File: src/rtl/top_ejecucion_md_pkg.sv
// rtl/top_ejecucion_md_pkg.sv - shared codes and helpers for the MIPS execute stage
package top_ejecucion_md_pkg;

    localparam logic [3:0] ALU_SLL  = 4'b0000;
    localparam logic [3:0] ALU_SRL  = 4'b0001;
    localparam logic [3:0] ALU_ADDU = 4'b0010;
    localparam logic [3:0] ALU_SRA  = 4'b0011;
    localparam logic [3:0] ALU_AND  = 4'b0100;
    localparam logic [3:0] ALU_OR   = 4'b0101;
    localparam logic [3:0] ALU_XOR  = 4'b0110;
    localparam logic [3:0] ALU_SLT  = 4'b0111;
    localparam logic [3:0] ALU_LUI  = 4'b1000;
    localparam logic [3:0] ALU_NOR  = 4'b1001;
    localparam logic [3:0] ALU_SUBU = 4'b1010;
    localparam logic [3:0] ALU_SLTU = 4'b1011;
    localparam logic [3:0] ALU_LINK = 4'b1110;

    localparam logic [2:0] MD_NONE  = 3'b000;
    localparam logic [2:0] MD_MULT  = 3'b001;
    localparam logic [2:0] MD_MULTU = 3'b010;
    localparam logic [2:0] MD_DIV   = 3'b011;
    localparam logic [2:0] MD_DIVU  = 3'b100;
    localparam logic [2:0] MD_MFHI  = 3'b101;
    localparam logic [2:0] MD_MFLO  = 3'b110;

    localparam logic [1:0] FWD_ID_EX  = 2'b00;
    localparam logic [1:0] FWD_EX_MEM = 2'b01;
    localparam logic [1:0] FWD_MEM_WB = 2'b10;

    localparam int LINK_REG = 31;

    typedef enum logic [1:0] {
        MD_IDLE = 2'b00,
        MD_RUN  = 2'b01,
        MD_FIX  = 2'b10
    } md_state_e;

    function automatic int clogb2(input int value);
        int r;
        r = 0;
        for (int i = 0; i < 31; i++) begin
            if (((value - 1) >> i) != 0) r = i + 1;
        end
        return r;
    endfunction

    function automatic logic is_md_arith(input logic [2:0] op);
        return (op == MD_MULT) || (op == MD_MULTU) || (op == MD_DIV) || (op == MD_DIVU);
    endfunction

    function automatic logic is_md_hazard(input logic [2:0] op);
        return is_md_arith(op) || (op == MD_MFHI) || (op == MD_MFLO);
    endfunction

endpackage

File: src/rtl/top_ejecucion_md_mult_div.sv
// rtl/top_ejecucion_md_mult_div.sv - iterative multiply/divide unit with HI/LO registers
module mult_div_iterativo
    import top_ejecucion_md_pkg::*;
#(
    parameter int W = 32
) (
    input  logic         i_clock,
    input  logic         i_soft_reset,
    input  logic         i_enable,
    input  logic         i_start,
    input  logic [2:0]   i_op,
    input  logic [W-1:0] i_a,
    input  logic [W-1:0] i_b,
    output logic [W-1:0] o_hi,
    output logic [W-1:0] o_lo,
    output logic         o_busy
);
    localparam int CW = $clog2(W);

    md_state_e   state_q, state_d;
    logic [CW-1:0] cnt_q, cnt_d;
    logic [W-1:0]  acc_hi_q, acc_hi_d;
    logic [W-1:0]  acc_lo_q, acc_lo_d;
    logic [W-1:0]  opb_q, opb_d;
    logic [W-1:0]  hi_q, hi_d;
    logic [W-1:0]  lo_q, lo_d;
    logic          is_div_q, is_div_d;
    logic          neg_q, neg_d;
    logic          neg_rem_q, neg_rem_d;
    logic          div0_q, div0_d;
    logic          busy_q, busy_d;

    logic          sgn, a_neg, b_neg;
    logic [W:0]    rem_sh, diff, sum;
    logic [2*W-1:0] prod;

    always_comb begin
        state_d   = state_q;
        cnt_d     = cnt_q;
        acc_hi_d  = acc_hi_q;
        acc_lo_d  = acc_lo_q;
        opb_d     = opb_q;
        hi_d      = hi_q;
        lo_d      = lo_q;
        is_div_d  = is_div_q;
        neg_d     = neg_q;
        neg_rem_d = neg_rem_q;
        div0_d    = div0_q;
        sgn       = 1'b0;
        a_neg     = 1'b0;
        b_neg     = 1'b0;
        rem_sh    = '0;
        diff      = '0;
        sum       = '0;
        prod      = '0;
        unique case (state_q)
            MD_IDLE: begin
                if (i_start) begin
                    // Iterate on magnitudes; signs are restored in FIX.
                    sgn       = (i_op == MD_MULT) || (i_op == MD_DIV);
                    a_neg     = sgn & i_a[W-1];
                    b_neg     = sgn & i_b[W-1];
                    is_div_d  = (i_op == MD_DIV) || (i_op == MD_DIVU);
                    acc_hi_d  = '0;
                    acc_lo_d  = a_neg ? -i_a : i_a;
                    opb_d     = b_neg ? -i_b : i_b;
                    neg_d     = a_neg ^ b_neg;
                    neg_rem_d = a_neg;
                    div0_d    = (i_b == '0);
                    cnt_d     = '0;
                    state_d   = MD_RUN;
                end
            end
            MD_RUN: begin
                if (is_div_q) begin
                    rem_sh = {acc_hi_q, acc_lo_q[W-1]};
                    diff   = rem_sh - {1'b0, opb_q};
                    if (rem_sh >= {1'b0, opb_q}) begin
                        acc_hi_d = diff[W-1:0];
                        acc_lo_d = {acc_lo_q[W-2:0], 1'b1};
                    end else begin
                        acc_hi_d = rem_sh[W-1:0];
                        acc_lo_d = {acc_lo_q[W-2:0], 1'b0};
                    end
                end else begin
                    sum      = {1'b0, acc_hi_q} + (acc_lo_q[0] ? {1'b0, opb_q} : {(W+1){1'b0}});
                    acc_hi_d = sum[W:1];
                    acc_lo_d = {sum[0], acc_lo_q[W-1:1]};
                end
                cnt_d = cnt_q + 1'b1;
                if (cnt_q == CW'(W - 1)) state_d = MD_FIX;
            end
            MD_FIX: begin
                if (is_div_q) begin
                    lo_d = div0_q ? '1 : (neg_q ? -acc_lo_q : acc_lo_q);
                    hi_d = neg_rem_q ? -acc_hi_q : acc_hi_q;
                end else begin
                    prod = neg_q ? -{acc_hi_q, acc_lo_q} : {acc_hi_q, acc_lo_q};
                    hi_d = prod[2*W-1:W];
                    lo_d = prod[W-1:0];
                end
                state_d = MD_IDLE;
            end
            default: state_d = MD_IDLE;
        endcase
        busy_d = (state_d != MD_IDLE);
    end

    always_ff @(posedge i_clock) begin
        if (!i_soft_reset) begin
            state_q   <= MD_IDLE;
            cnt_q     <= '0;
            acc_hi_q  <= '0;
            acc_lo_q  <= '0;
            opb_q     <= '0;
            hi_q      <= '0;
            lo_q      <= '0;
            is_div_q  <= 1'b0;
            neg_q     <= 1'b0;
            neg_rem_q <= 1'b0;
            div0_q    <= 1'b0;
            busy_q    <= 1'b0;
        end else if (i_enable) begin
            state_q   <= state_d;
            cnt_q     <= cnt_d;
            acc_hi_q  <= acc_hi_d;
            acc_lo_q  <= acc_lo_d;
            opb_q     <= opb_d;
            hi_q      <= hi_d;
            lo_q      <= lo_d;
            is_div_q  <= is_div_d;
            neg_q     <= neg_d;
            neg_rem_q <= neg_rem_d;
            div0_q    <= div0_d;
            busy_q    <= busy_d;
        end
    end

    assign o_hi   = hi_q;
    assign o_lo   = lo_q;
    assign o_busy = busy_q;

endmodule

File: src/rtl/top_ejecucion_md.sv
// rtl/top_ejecucion_md.sv - MIPS execute stage with forwarding, ALU and mult/div unit
module top_ejecucion_md
    import top_ejecucion_md_pkg::*;
#(
    parameter int CANT_BITS_REGISTROS   = 32,
    parameter int CANT_REGISTROS        = 32,
    parameter int CANT_BITS_ADDR        = 11,
    parameter int CANT_BITS_ALU_CONTROL = 4
) (
    input  logic                                  i_clock,
    input  logic                                  i_soft_reset,
    input  logic                                  i_enable_pipeline,
    input  logic [CANT_BITS_ADDR-1:0]             i_adder_pc,
    input  logic [CANT_BITS_REGISTROS-1:0]        i_data_A,
    input  logic [CANT_BITS_REGISTROS-1:0]        i_data_B,
    input  logic [CANT_BITS_REGISTROS-1:0]        i_extension_signo_constante,
    input  logic [clogb2(CANT_REGISTROS)-1:0]     i_reg_rt,
    input  logic [clogb2(CANT_REGISTROS)-1:0]     i_reg_rd,
    input  logic [1:0]                            i_forward_A,
    input  logic [1:0]                            i_forward_B,
    input  logic [CANT_BITS_REGISTROS-1:0]        i_data_ex_mem,
    input  logic [CANT_BITS_REGISTROS-1:0]        i_data_mem_wb,
    input  logic                                  i_RegDst,
    input  logic                                  i_RegWrite,
    input  logic                                  i_ALUSrc,
    input  logic                                  i_MemRead,
    input  logic                                  i_MemWrite,
    input  logic                                  i_MemtoReg,
    input  logic [CANT_BITS_ALU_CONTROL-1:0]      i_ALUCtrl,
    input  logic [2:0]                            i_md_op,
    output logic                                  o_RegWrite,
    output logic                                  o_MemRead,
    output logic                                  o_MemWrite,
    output logic                                  o_MemtoReg,
    output logic [CANT_BITS_REGISTROS-1:0]        o_result,
    output logic [CANT_BITS_REGISTROS-1:0]        o_data_write_to_mem,
    output logic [clogb2(CANT_REGISTROS)-1:0]     o_registro_destino,
    output logic                                  o_stall,
    output logic                                  o_md_busy
);
    localparam int W = CANT_BITS_REGISTROS;
    localparam int R = clogb2(CANT_REGISTROS);
    localparam logic [R-1:0] LINK_IDX = LINK_REG[R-1:0];

    logic [W-1:0] fwd_a, fwd_b, alu_b, alu_res, md_hi, md_lo;
    logic [4:0]   shamt;
    logic [R-1:0] dest;
    logic         md_busy, md_start;

    logic         reg_write_q, reg_write_d;
    logic         mem_read_q, mem_read_d;
    logic         mem_write_q, mem_write_d;
    logic         mem_to_reg_q, mem_to_reg_d;
    logic [W-1:0] result_q, result_d;
    logic [W-1:0] wdata_q, wdata_d;
    logic [R-1:0] dest_q, dest_d;

    assign o_stall  = md_busy & is_md_hazard(i_md_op);
    assign md_start = !md_busy & is_md_arith(i_md_op);

    mult_div_iterativo #(.W(W)) u_mult_div (
        .i_clock      (i_clock),
        .i_soft_reset (i_soft_reset),
        .i_enable     (i_enable_pipeline),
        .i_start      (md_start),
        .i_op         (i_md_op),
        .i_a          (fwd_a),
        .i_b          (fwd_b),
        .o_hi         (md_hi),
        .o_lo         (md_lo),
        .o_busy       (md_busy)
    );

    always_comb begin
        fwd_a = i_data_A;
        fwd_b = i_data_B;
        unique case (i_forward_A)
            FWD_EX_MEM: fwd_a = i_data_ex_mem;
            FWD_MEM_WB: fwd_a = i_data_mem_wb;
            default:    fwd_a = i_data_A;
        endcase
        unique case (i_forward_B)
            FWD_EX_MEM: fwd_b = i_data_ex_mem;
            FWD_MEM_WB: fwd_b = i_data_mem_wb;
            default:    fwd_b = i_data_B;
        endcase
        alu_b = i_ALUSrc ? i_extension_signo_constante : fwd_b;
        shamt = i_extension_signo_constante[10:6];
    end

    always_comb begin
        alu_res = '0;
        case (i_ALUCtrl)
            ALU_SLL:  alu_res = fwd_b << shamt;
            ALU_SRL:  alu_res = fwd_b >> shamt;
            ALU_SRA:  alu_res = $signed(fwd_b) >>> shamt;
            ALU_ADDU: alu_res = fwd_a + alu_b;
            ALU_SUBU: alu_res = fwd_a - alu_b;
            ALU_AND:  alu_res = fwd_a & alu_b;
            ALU_OR:   alu_res = fwd_a | alu_b;
            ALU_XOR:  alu_res = fwd_a ^ alu_b;
            ALU_NOR:  alu_res = ~(fwd_a | alu_b);
            ALU_SLT:  alu_res[0] = $signed(fwd_a) < $signed(alu_b);
            ALU_SLTU: alu_res[0] = fwd_a < alu_b;
            ALU_LUI:  alu_res = {alu_b[W/2-1:0], {(W/2){1'b0}}};
            ALU_LINK: alu_res[CANT_BITS_ADDR-1:0] = i_adder_pc;
            default:  alu_res = '0;
        endcase
        if (i_ALUCtrl == ALU_LINK) dest = LINK_IDX;
        else                       dest = i_RegDst ? i_reg_rd : i_reg_rt;
    end

    always_comb begin
        reg_write_d  = i_RegWrite;
        mem_read_d   = i_MemRead;
        mem_write_d  = i_MemWrite;
        mem_to_reg_d = i_MemtoReg;
        wdata_d      = fwd_b;
        dest_d       = dest;
        result_d     = alu_res;
        if (i_md_op == MD_MFHI)      result_d = md_hi;
        else if (i_md_op == MD_MFLO) result_d = md_lo;
        // A held instruction must not reach EX/MEM twice, so the stage emits a bubble.
        if (o_stall) begin
            reg_write_d  = 1'b0;
            mem_read_d   = 1'b0;
            mem_write_d  = 1'b0;
            mem_to_reg_d = 1'b0;
            wdata_d      = '0;
            dest_d       = '0;
            result_d     = '0;
        end
    end

    always_ff @(posedge i_clock) begin
        if (!i_soft_reset) begin
            reg_write_q  <= 1'b0;
            mem_read_q   <= 1'b0;
            mem_write_q  <= 1'b0;
            mem_to_reg_q <= 1'b0;
            result_q     <= '0;
            wdata_q      <= '0;
            dest_q       <= '0;
        end else if (i_enable_pipeline) begin
            reg_write_q  <= reg_write_d;
            mem_read_q   <= mem_read_d;
            mem_write_q  <= mem_write_d;
            mem_to_reg_q <= mem_to_reg_d;
            result_q     <= result_d;
            wdata_q      <= wdata_d;
            dest_q       <= dest_d;
        end
    end

    assign o_RegWrite          = reg_write_q;
    assign o_MemRead           = mem_read_q;
    assign o_MemWrite          = mem_write_q;
    assign o_MemtoReg          = mem_to_reg_q;
    assign o_result            = result_q;
    assign o_data_write_to_mem = wdata_q;
    assign o_registro_destino  = dest_q;
    assign o_md_busy           = md_busy;

endmodule

File: config.mk
export PLATFORM = sky130hd
export DESIGN_NAME = top_ejecucion_md
export DESIGN_NICKNAME = d
export VERILOG_FILES = /design/src/rtl/top_ejecucion_md_pkg.sv /design/src/rtl/top_ejecucion_md_mult_div.sv /design/src/rtl/top_ejecucion_md.sv
export SDC_FILE = /design/constraint.sdc
export NUM_CORES = 2
export LEC_CHECK = 0
export CORE_ASPECT_RATIO = 2
export CORE_MARGIN = 5
export CORE_UTILIZATION = 31
export DETAILED_ROUTE_END_ITERATION = 6
export HOLD_SLACK_MARGIN = 0.15
export PLACE_DENSITY = 0.45
export SYNTH_ARGS = -nofsm -noshare
export SYNTH_HDL_FRONTEND = slang
export SYNTH_SLANG_ARGS = --single-unit
File: constraint.sdc
create_clock -name i_clock -period 6.9 [get_ports i_clock]
set_input_delay 2.07 -clock i_clock [delete_from_list [all_inputs] [get_ports i_clock]]
set_output_delay 2.07 -clock i_clock [all_outputs]
set_load 0.02 [all_outputs]
==> results_dict.tcl <==
set metrics [dict create \
    wire_per_inst_um 34.00 \
    grt_pass1_vias 34830 \
    critPathMaxFanout 7 \
    critPathArrivalTime_ns 7.20 \
    htree_levels 1 \
    rsz0062_at_grt "no" \
    crit_top_cell "buf_4" \
    hold_ws_ns 0.4592 \
    pre_cts_slack_ns -0.5299 \
    hold_viol_final 0 \
    cap_viol_max_count 0 \
    cts.path.max_buffers 3 \
    clockPowerShare 0.226 \
    critPathLaunchType "input pin" \
    clk_pin_slew_ns 0.08 \
    slew_headroom 0.08444 \
    cp_cell_sequence "clkdlybuf4s50_1, inv_1, ha_2, buf_4, a221oi_1, or2_1, o21ai_0, buf_4, fa_1, a211oi_1, buf_4, nor4_1, or3_1, o22a_1, a311o_1, a21oi_1, buf_4, a21boi_1, mux2_1, a31oi_1" \
    crit_family "compound AO/OA/AOI/OAI gates" \
    ir_worst_vdd_mv 0.1567 \
    seq_power_share 0.230 \
    finClkSkew_ns 0.02595 \
    max_freq_mhz 149.2 \
    cts_hold_buf 0 \
    initial_utilization 0.3111 \
    setup_violations 0 \
    drt_iter0_drc 2973 \
    fin_setup_tns_ns 0 \
    netlist_instances 3935 \
    hold_class "flip-flop to flip-flop" \
    hold_depth 2 \
    grt_pass1_wl_um 264900 \
    die_y_um 438.2 \
    drt_wl_total_um 193900 \
    setup_ws_ns 0.1968 \
    vias 34640 \
    power.switching_mw 3.068 \
    hpwl_um 162400 \
    leakagePower_nw 14.84 \
    grt_util_met1 0.3479 \
    grt_overflow 0 \
    slowest_stage "clkdlybuf4s50_1" \
    fin_crit_sh 0.9715 \
    reg2regPathDepth 12 \
    cts_tree "done" \
    cp.required_ns 7.40 \
    drive_above_1_share 0.1614 \
    synthArstFlopShare 0 \
    drv_slew 0 \
    worstSkewPairLatency_ns 0.57 \
    critical_path_class "input pin to flip-flop" \
    drcViolationCount 0 \
    die_w_um 224.1 \
    synthTopCellsByArea "dfxtp_1 (17%), ha_1 (8.2%), a21oi_1 (6.0%)" \
    cts-root-buf "clkbuf_16" \
    syn-num-nets 4327 \
    combPwrFrac 0.544 \
    yosys.area.top_type "dfxtp_1" \
    cts.sinks 245 \
    ys.flop_type "dfxtp_1" \
    grt_util_met3 0.05159 \
    cp-startpoint "i_forward_B[0]" \
    swShare 0.4477 \
    synth.distinct_cells 108 \
    pwr_density_cell_nw_per_um2 187.1 \
    grt-busiest-layer "met2" \
    fin_crit_ns 6.703 \
    area_growth_syn_to_layout_pct 28.91 \
    hp-start "u_mult_div.opb_q[21]" \
    antenna_found_initial 20 \
    synth_top_area_share 0.1726 \
    vias_per_cell 6.072 \
    intPower_mw 3.785 \
    ys_seq_area_frac 0.1726 \
    numCtsBuffers 25 \
    path_buf_inv 6 \
    yosysWarnings 0 \
    first_pass_iters 7 \
    antenna_left 0 \
    dieArea_um2 98200 \
    max_stage_delay_ns 0.49 \
    met2_usage 0.6701 \
    syn-cell-area_um2 28420 \
    pin_count 276 \
    layout_commonest_cell "buf_4" \
    core-area_um2 91340 \
    synth_area_per_cell_um2 7.222 \
    synth_edf_count 0 \
    reg2reg_from "u_mult_div.acc_lo_q[0]" \
    cp-end-kind "flip-flop" \
    std_cell_rows 157 \
    gp_congestion 1.109 \
    ys_ff_latch 245 \
    numPortBuffers 275 \
    cp.depth 20 \
    status "complete, no violations" \
    grt_max_degree 66 \
    grtUsageTotal 0.3760 \
    tightest_slew_ns 1.335 \
    layout_common_cells "buf_4 (532), nand2_1 (418), a21oi_1 (339)" \
    finalNetCount 4872 \
]
==> area by class of cell <==
| type | instances | area [um2] |
|---|---|---|
| fillers | 9882 | 54710 |
| multi-input cells | 3209 | 21690 |
| repair buffers | 817 | 6942 |
| flip-flops and latches | 245 | 4908 |
| well taps | 1192 | 1491 |
| clock buffers | 32 | 691.9 |
| inverters | 182 | 684.4 |
| clock inverters | 13 | 186.4 |
| diodes | 15 | 37.54 |
==> synthesized netlist by cell type (all sizes together), types with 18 or more instances <==
cell type / instances
buf: 80
xor2: 83
a21oi: 341
mux2i: 120
o22ai: 28
nor2b: 66
nor2: 339
a21o: 34
o21ai: 304
a211oi: 64
nand4: 35
a221oi: 48
nand2b: 40
nand2: 419
o21a: 47
a22o: 32
a21boi: 21
and2: 19
a221o: 27
nand3: 113
a22oi: 77
mux4: 44
clkbuf: 219
o221ai: 18
ha: 187
nor4: 23
o31ai: 38
nor3: 109
inv: 176
dfxtp: 245
and3: 22
o211ai: 62
a31oi: 59
xnor2: 97
or2: 22
or3: 26
==> stage by stage <==
step                      std cells  utilization  area [um2]  total power, mW
after detailed placement       5645       0.3909       35710            5.224
after global routing           5699       0.4009       36620            7.063
after floorplan                3935            -       28420            3.374
after CTS                      5690       0.4006       36590            6.785
final                          5705       0.4011       36640            6.854
after global placement         5645       0.3909       35710            5.235
==> flip-flops by register name, summed over array words and instances, names as in the netlist, 2 cells and up <==
name / flops
u_mult_div.acc_hi_q: 32
u_mult_div.state_q: 2
u_mult_div.o_hi: 32
o_registro_destino: 5
u_mult_div.acc_lo_q: 32
u_mult_div.opb_q: 32
u_mult_div.cnt_q: 5
u_mult_div.o_lo: 32
o_data_write_to_mem: 32
o_result: 32
==> path summary, 6_finish.rpt <==
path,to,slack (ns)
max,o_result[30],0.20
min,u_mult_div.opb_q[21],0.46
max reg2reg,u_mult_div.acc_hi_q[22],2.23
min reg2reg,u_mult_div.opb_q[21],0.46
==> what timing repair did <==
| item | in CTS | in global routing |
|---|---|---|
| setup endpoints to repair | 0 | 4 |
| setup buffers | 0 | 0 |
| resized for setup | 0 | 3 |
==> per-layer routing <==
| metal | wire (um) | vias to the layer above |
|---|---|---|
| met5 | 60 | - |
| li1 | - | 15640 |
| met4 | 27000 | 8 |
| met2 | 96460 | 1565 |
| met3 | 9371 | 643 |
| met1 | 61050 | 16780 |
==> power groups by stage <==
stage | logic (mW) | clock network (mW) | registers, mW
2_1_floorplan | 1.79 | 0 | 1.59
4_1_cts | 3.63 | 1.58 | 1.58
6_report | 3.73 | 1.55 | 1.58
3_3_place_gp | 3.63 | 0 | 1.61
3_5_place_dp | 3.61 | 0 | 1.61
5_1_grt | 3.87 | 1.61 | 1.58
==> cells by family (layout without fill, tap and decap cells) <==
logic type	after synthesis	count (layout)	share of synthesized area
multiplexers	169	169	0.08110
flip-flops	245	245	0.1726
buffers and inverters	481	1044	0.06736
AO/OA/AOI/OAI	1390	1390	0.3254
AND/OR/NAND/NOR	1279	1279	0.2130
XOR/XNOR	180	180	0.05547
adder cells (fa/ha/maj)	191	191	0.08515
other	0	15	0
==> worst register-to-register path: stages (launching register included) <==
cell and delay [ns]:
dfxtp_1 0.55, clkinv_1 0.67, nor2_1 0.31, ha_1 0.24, o211ai_1 0.11, o21bai_1 0.21
a31oi_1 0.55, o21ai_0 0.36, o311ai_0 0.79, a31oi_1 0.26, xor2_1 0.20, nand2b_1 0.08
a32o_1 0.24
Note: power is estimated with default switching activity, not from simulation.
